**config.mk**
```make
export PLATFORM = sky130hd
export DESIGN_NAME = mem_word_ctrl_flat
export DESIGN_NICKNAME = d
export VERILOG_FILES = /design/src/rtl/mem_word_ctrl_if.sv /design/src/rtl/mem_word_ctrl.sv /design/src/flat_wrapper.sv
export SDC_FILE = /design/constraint.sdc
export NUM_CORES = 1
export LEC_CHECK = 0
export ABC_CLOCK_PERIOD_IN_PS = 3400
export CAP_MARGIN = 20
export CORE_AREA = 5 5 90 92
export CTS_CLUSTER_SIZE = 40
export DETAILED_ROUTE_END_ITERATION = 10
export DIE_AREA = 0 0 95 97
export PLACE_DENSITY = 0.87
export REMOVE_ABC_BUFFERS = 1
export SYNTH_ARGS = -nofsm -noshare
export SYNTH_HDL_FRONTEND = slang
export SYNTH_SLANG_ARGS = --single-unit
```
**constraint.sdc**
```tcl
create_clock -name clk -period 3.4 [get_ports clk]
set_input_delay 0.68 -clock clk [delete_from_list [all_inputs] [get_ports clk]]
set_output_delay 0.68 -clock clk [all_outputs]
set_load 0.05 [all_outputs]
```
**src/rtl/mem_word_ctrl_if.sv**
```systemverilog
// mem_word_ctrl_if: CPU request/response and RAM byte-port signals of the word controller
interface mem_word_ctrl_if;
   logic        req_valid;
   logic        req_ready;
   logic        req_we;
   logic        req_byte;
   logic [15:0] req_addr;
   logic [15:0] req_wdata;
   logic        resp_valid;
   logic [15:0] resp_rdata;
   logic [15:0] ram_addr;
   logic [7:0]  ram_data;
   logic        ram_we;
   logic [7:0]  ram_q;
   modport slave (
      input  req_valid, req_we, req_byte, req_addr, req_wdata, ram_q,
      output req_ready, resp_valid, resp_rdata, ram_addr, ram_data, ram_we
   );
   modport master (
      output req_valid, req_we, req_byte, req_addr, req_wdata, ram_q,
      input  req_ready, resp_valid, resp_rdata, ram_addr, ram_data, ram_we
   );
endinterface

```
**src/rtl/mem_word_ctrl.sv**
```systemverilog
// mem_word_ctrl: splits 16-bit word / 8-bit byte CPU requests into byte cycles on a registered-read RAM
module mem_word_ctrl #(
   parameter bit BIG_ENDIAN = 1'b0
) (
   input logic clk,
   input logic rst,
   mem_word_ctrl_if.slave bus
);
   typedef enum logic [2:0] {IDLE, RD0, RD1, RD2, WR0, WR1, DONE} state_t;
   state_t state, nxt;
   logic        byte_m;
   logic [15:0] addr, addr1, wdata, last_addr, rdata;
   logic [7:0]  last_data, b0, first_b, second_b;
   assign addr1    = addr + 16'd1;
   assign first_b  = (byte_m || !BIG_ENDIAN) ? wdata[7:0] : wdata[15:8];
   assign second_b = BIG_ENDIAN ? wdata[7:0] : wdata[15:8];
   always_comb begin
      nxt = state;
      case (state)
         IDLE:    nxt = bus.req_valid ? (bus.req_we ? WR0 : RD0) : IDLE;
         RD0:     nxt = RD1;
         RD1:     nxt = byte_m ? DONE : RD2;
         RD2:     nxt = DONE;
         WR0:     nxt = byte_m ? DONE : WR1;
         WR1:     nxt = DONE;
         default: nxt = IDLE;
      endcase
   end
   always_ff @(posedge clk) begin
      if (rst) state <= IDLE;
      else     state <= nxt;
   end
   assign bus.req_ready  = state == IDLE;
   assign bus.resp_valid = state == DONE;
   assign bus.resp_rdata = rdata;
   // gated by rst so an aborted write never lands its pending byte
   assign bus.ram_we     = (state == WR0 || state == WR1) && !rst;
   assign bus.ram_addr   = (state == RD0 || state == WR0) ? addr :
                           (state == RD1 || state == WR1) ? addr1 : last_addr;
   assign bus.ram_data   = state == WR0 ? first_b : state == WR1 ? second_b : last_data;
   always_ff @(posedge clk) begin
      if (rst) begin
         byte_m    <= 1'b0;
         addr      <= 16'h0000;
         wdata     <= 16'h0000;
         last_addr <= 16'h0000;
         last_data <= 8'h00;
         rdata     <= 16'h0000;
         b0        <= 8'h00;
      end else begin
         last_addr <= bus.ram_addr;
         last_data <= bus.ram_data;
         if (state == IDLE && bus.req_valid) begin
            byte_m <= bus.req_byte;
            addr   <= bus.req_addr;
            wdata  <= bus.req_wdata;
         end
         if (state == RD1 && byte_m) rdata <= {8'h00, bus.ram_q};
         if (state == RD1 && !byte_m) b0 <= bus.ram_q;
         if (state == RD2) rdata <= BIG_ENDIAN ? {b0, bus.ram_q} : {bus.ram_q, b0};
      end
   end
endmodule

```
**src/flat_wrapper.sv**
```systemverilog
// flat-port wrapper written by rule: the top's interface ports become plain ports
module mem_word_ctrl_flat 
#(
   parameter bit BIG_ENDIAN = 1'b0
)
  (clk, rst, bus_req_valid, bus_req_we, bus_req_byte, bus_req_addr, bus_req_wdata, bus_ram_q, bus_req_ready, bus_resp_valid, bus_resp_rdata, bus_ram_addr, bus_ram_data, bus_ram_we);
  mem_word_ctrl_if bus_i ();
  input logic clk;
  input logic rst;
  input wire logic [$bits(bus_i.req_valid)-1:0] bus_req_valid;
  input wire logic [$bits(bus_i.req_we)-1:0] bus_req_we;
  input wire logic [$bits(bus_i.req_byte)-1:0] bus_req_byte;
  input wire logic [$bits(bus_i.req_addr)-1:0] bus_req_addr;
  input wire logic [$bits(bus_i.req_wdata)-1:0] bus_req_wdata;
  input wire logic [$bits(bus_i.ram_q)-1:0] bus_ram_q;
  output wire logic [$bits(bus_i.req_ready)-1:0] bus_req_ready;
  output wire logic [$bits(bus_i.resp_valid)-1:0] bus_resp_valid;
  output wire logic [$bits(bus_i.resp_rdata)-1:0] bus_resp_rdata;
  output wire logic [$bits(bus_i.ram_addr)-1:0] bus_ram_addr;
  output wire logic [$bits(bus_i.ram_data)-1:0] bus_ram_data;
  output wire logic [$bits(bus_i.ram_we)-1:0] bus_ram_we;
  assign bus_i.req_valid = bus_req_valid;
  assign bus_i.req_we = bus_req_we;
  assign bus_i.req_byte = bus_req_byte;
  assign bus_i.req_addr = bus_req_addr;
  assign bus_i.req_wdata = bus_req_wdata;
  assign bus_i.ram_q = bus_ram_q;
  assign bus_req_ready = bus_i.req_ready;
  assign bus_resp_valid = bus_i.resp_valid;
  assign bus_resp_rdata = bus_i.resp_rdata;
  assign bus_ram_addr = bus_i.ram_addr;
  assign bus_ram_data = bus_i.ram_data;
  assign bus_ram_we = bus_i.ram_we;
  mem_word_ctrl #(.BIG_ENDIAN(BIG_ENDIAN)) u_core (.clk(clk), .rst(rst), .bus(bus_i));
endmodule
```
==> results_dict.tcl <==
set metrics [dict create \
    yosysWarnings 0 \
    end_kind "primary output" \
    crit_arrival_ns 2.51 \
    synthCells 483 \
    synth_area_sq_um 3810 \
    antenna_cells 0 \
    leakage_nw 1.81 \
    dpl_cell_area_sq_um 4830 \
    drive_gt1_share_pct 10.5 \
    fin_cells 660 \
    synth_flop_cell "dfxtp_1" \
    wl_per_cell_um 15.7 \
    synth-async-reset-ratio_pct 0 \
    rsz0062_at_grt "no" \
    synth_seq_cells 84 \
    grt_first_pass_wirelength_um 16700 \
    final.min_clock_period_ns 3.19 \
    drc_errors 0 \
    grt_max_degree 74 \
    cts_tree "built" \
    fmax_mhz 313 \
    dr.pass1.iters 5 \
    cts.htree.levels 3 \
    vdd_ir_drop_max_v 0.000366 \
    io_buffers 87 \
    insertion_delay_ns 0.37 \
    hpwlAfterDp_um 7350 \
    path_class "reg -> out" \
    hold_buffers 0 \
    maxSlewHeadroom_pct 36.2 \
    grt_pass1_vias 3577 \
    drtAntennaViolNets 0 \
    start_kind "flip-flop" \
    syn_area_per_cell_sq_um 7.88 \
    synth_edf_count 0 \
    die_w_um 95 \
    layout_common_cells "nand2_1, dfxtp_1, clkdlybuf4s50_1" \
    crit_fanout 13 \
    finalInstanceArea_sq_um 5030 \
    die_y_um 97 \
    final_common_cell "nand2_1" \
    fin_nets 602 \
    crit_required_ns 2.72 \
    post_cts_buffers 0 \
    antenna_found_initial 0 \
    status "complete, no violations" \
    ioPinCount 88 \
    hp-class "reg -> reg" \
    cts_buffer_depth 2 \
    dp_cells 644 \
    slew_viol_final 0 \
    skew_ns 0.00906 \
    cap_violations 0 \
    fp-row-count 31 \
    power_density_nw_per_um2 749 \
    hold_violations 0 \
    setup_violations 0 \
    first_iter_violations 284 \
    worst_pin_slew_ns 0.953 \
    clockRootBuffer "clkbuf_8" \
    wl_um 10400 \
    gp_congestion 0.908 \
    gr-total-overflow 0 \
    routed_via_density 5.76 \
    ys_types 57 \
    dieArea_sq_um 9220 \
    whs_ns 0.460 \
    finalCritPeriodShare_pct 93.9 \
    coreArea_sq_um 7140 \
    vias 3800 \
    groute.usage.overall_pct 22.4 \
    cts.sinks 84 \
    seq_area_frac_synth_pct 44.2 \
    cts_buffers 9 \
    path_clk_slew_ns 0.09 \
    initial_core_util_pct 53.3 \
    area_growth_pct 32.2 \
]
==> path summary, 6_finish.rpt <==
| kind | end | slack (ns) | from | cells past startpoint |
|---|---|---|---|---|
| hold reg to reg | u_core.wdata[15] | 0.46 | u_core.wdata[15] | 2 |
| setup / recovery | bus_ram_addr[0] | 0.21 | u_core.state[1] | 5 |
| hold / removal | u_core.wdata[15] | 0.46 | u_core.wdata[15] | 2 |
| setup reg to reg | u_core.wdata[9] | 1.20 | u_core.state[0] | 6 |
==> cell type report <==
class	instances	area, sq um
Clock buffer	9	124
Clock inverter	7	80.1
Fill cell	574	2100
Inverter	10	37.5
Multi-Input combinational cell	355	1950
Sequential cell	84	1680
Tap cell	99	124
Timing Repair Buffer	96	1040
==> report_power, final <==
group	internal, mW	switching, mW	total, mW
clock network	0.350	0.398	0.748
registers	1.13	0.124	1.25
logic	0.712	1.06	1.77
total	2.19	1.58	3.77
==> flip-flops by register name, indices dropped and copies added (netlist names) <==
register               count
u_core.last_addr          16
u_core.addr               16
u_core.bus.resp_rdata     16
u_core.last_data           8
u_core.state               3
u_core.byte_m              1
u_core.wdata              16
u_core.b0                  8
==> layer usage <==
metal | track usage (%) | vias to the layer above | share of wire, %
met2 | 37.8 | 154 | 49
met1 | 27.7 | 1768 | 42
met3 | 5.20 | 25 | 7.2
li1 | - | 1853 | -
met4 | 7.44 | 0 | 2.0
met5 | 0 | - | 0
==> worst max-delay path, stage by stage (launching register included) <==
cell and delay [ns]:
dfxtp_1 0.57, buf_4 0.25, nand3b_1 0.27, nand2_2 0.23, a311oi_1 0.61, buf_12 0.22
==> cells in the mapped netlist, drive strengths merged, types with 4 or more instances <==
| cell | n | area share [%] |
|---|---|---|
| o21ai | 21 | 2.8 |
| nor2 | 33 | 3.3 |
| a21oi | 52 | 6.8 |
| nand2 | 120 | 12 |
| clkbuf | 20 | 2.0 |
| nand4 | 6 | 1.4 |
| nor3 | 13 | 1.7 |
| a311oi | 9 | 2.1 |
| a22oi | 13 | 2.6 |
| nand3 | 10 | 1.4 |
| dfxtp | 84 | 44 |
| buf | 14 | 1.9 |
| and2 | 10 | 1.6 |
| a32o | 4 | 1.1 |
| inv | 10 | 0.99 |
| a31oi | 4 | 0.66 |
| mux2i | 10 | 2.6 |
| a22o | 4 | 0.92 |
==> cell families after synthesis <==
family	share of synthesized area [%]
and+or+nand+nor	25.3
AOI/OAI and AO/OA	22.0
DFF	44.2
buffers and inverters	4.86
muxes	2.92
xor gates and xnor gates	0.460
adders and majority gates	0.329
==> per-stage QoR <==
stage	total power [mW]	TNS (ns)	util, %	setup slack [ns]
3_3_place_gp	2.99	0	67.7	0.608
6_report	3.77	0	70.5	0.209
2_1_floorplan	2.25	-0.364	-	-0.290
5_1_grt	3.93	0	70.5	0.0874
3_5_place_dp	3.03	0	67.7	0.522
4_1_cts	3.76	0	70.5	0.102
==> repair_timing <==
action,CTS,global route
endpoints found under the setup margin,0,1
gates resized for setup,0,1
hold endpoints to repair,0,0
Note: power is estimated with default switching activity, not from simulation.
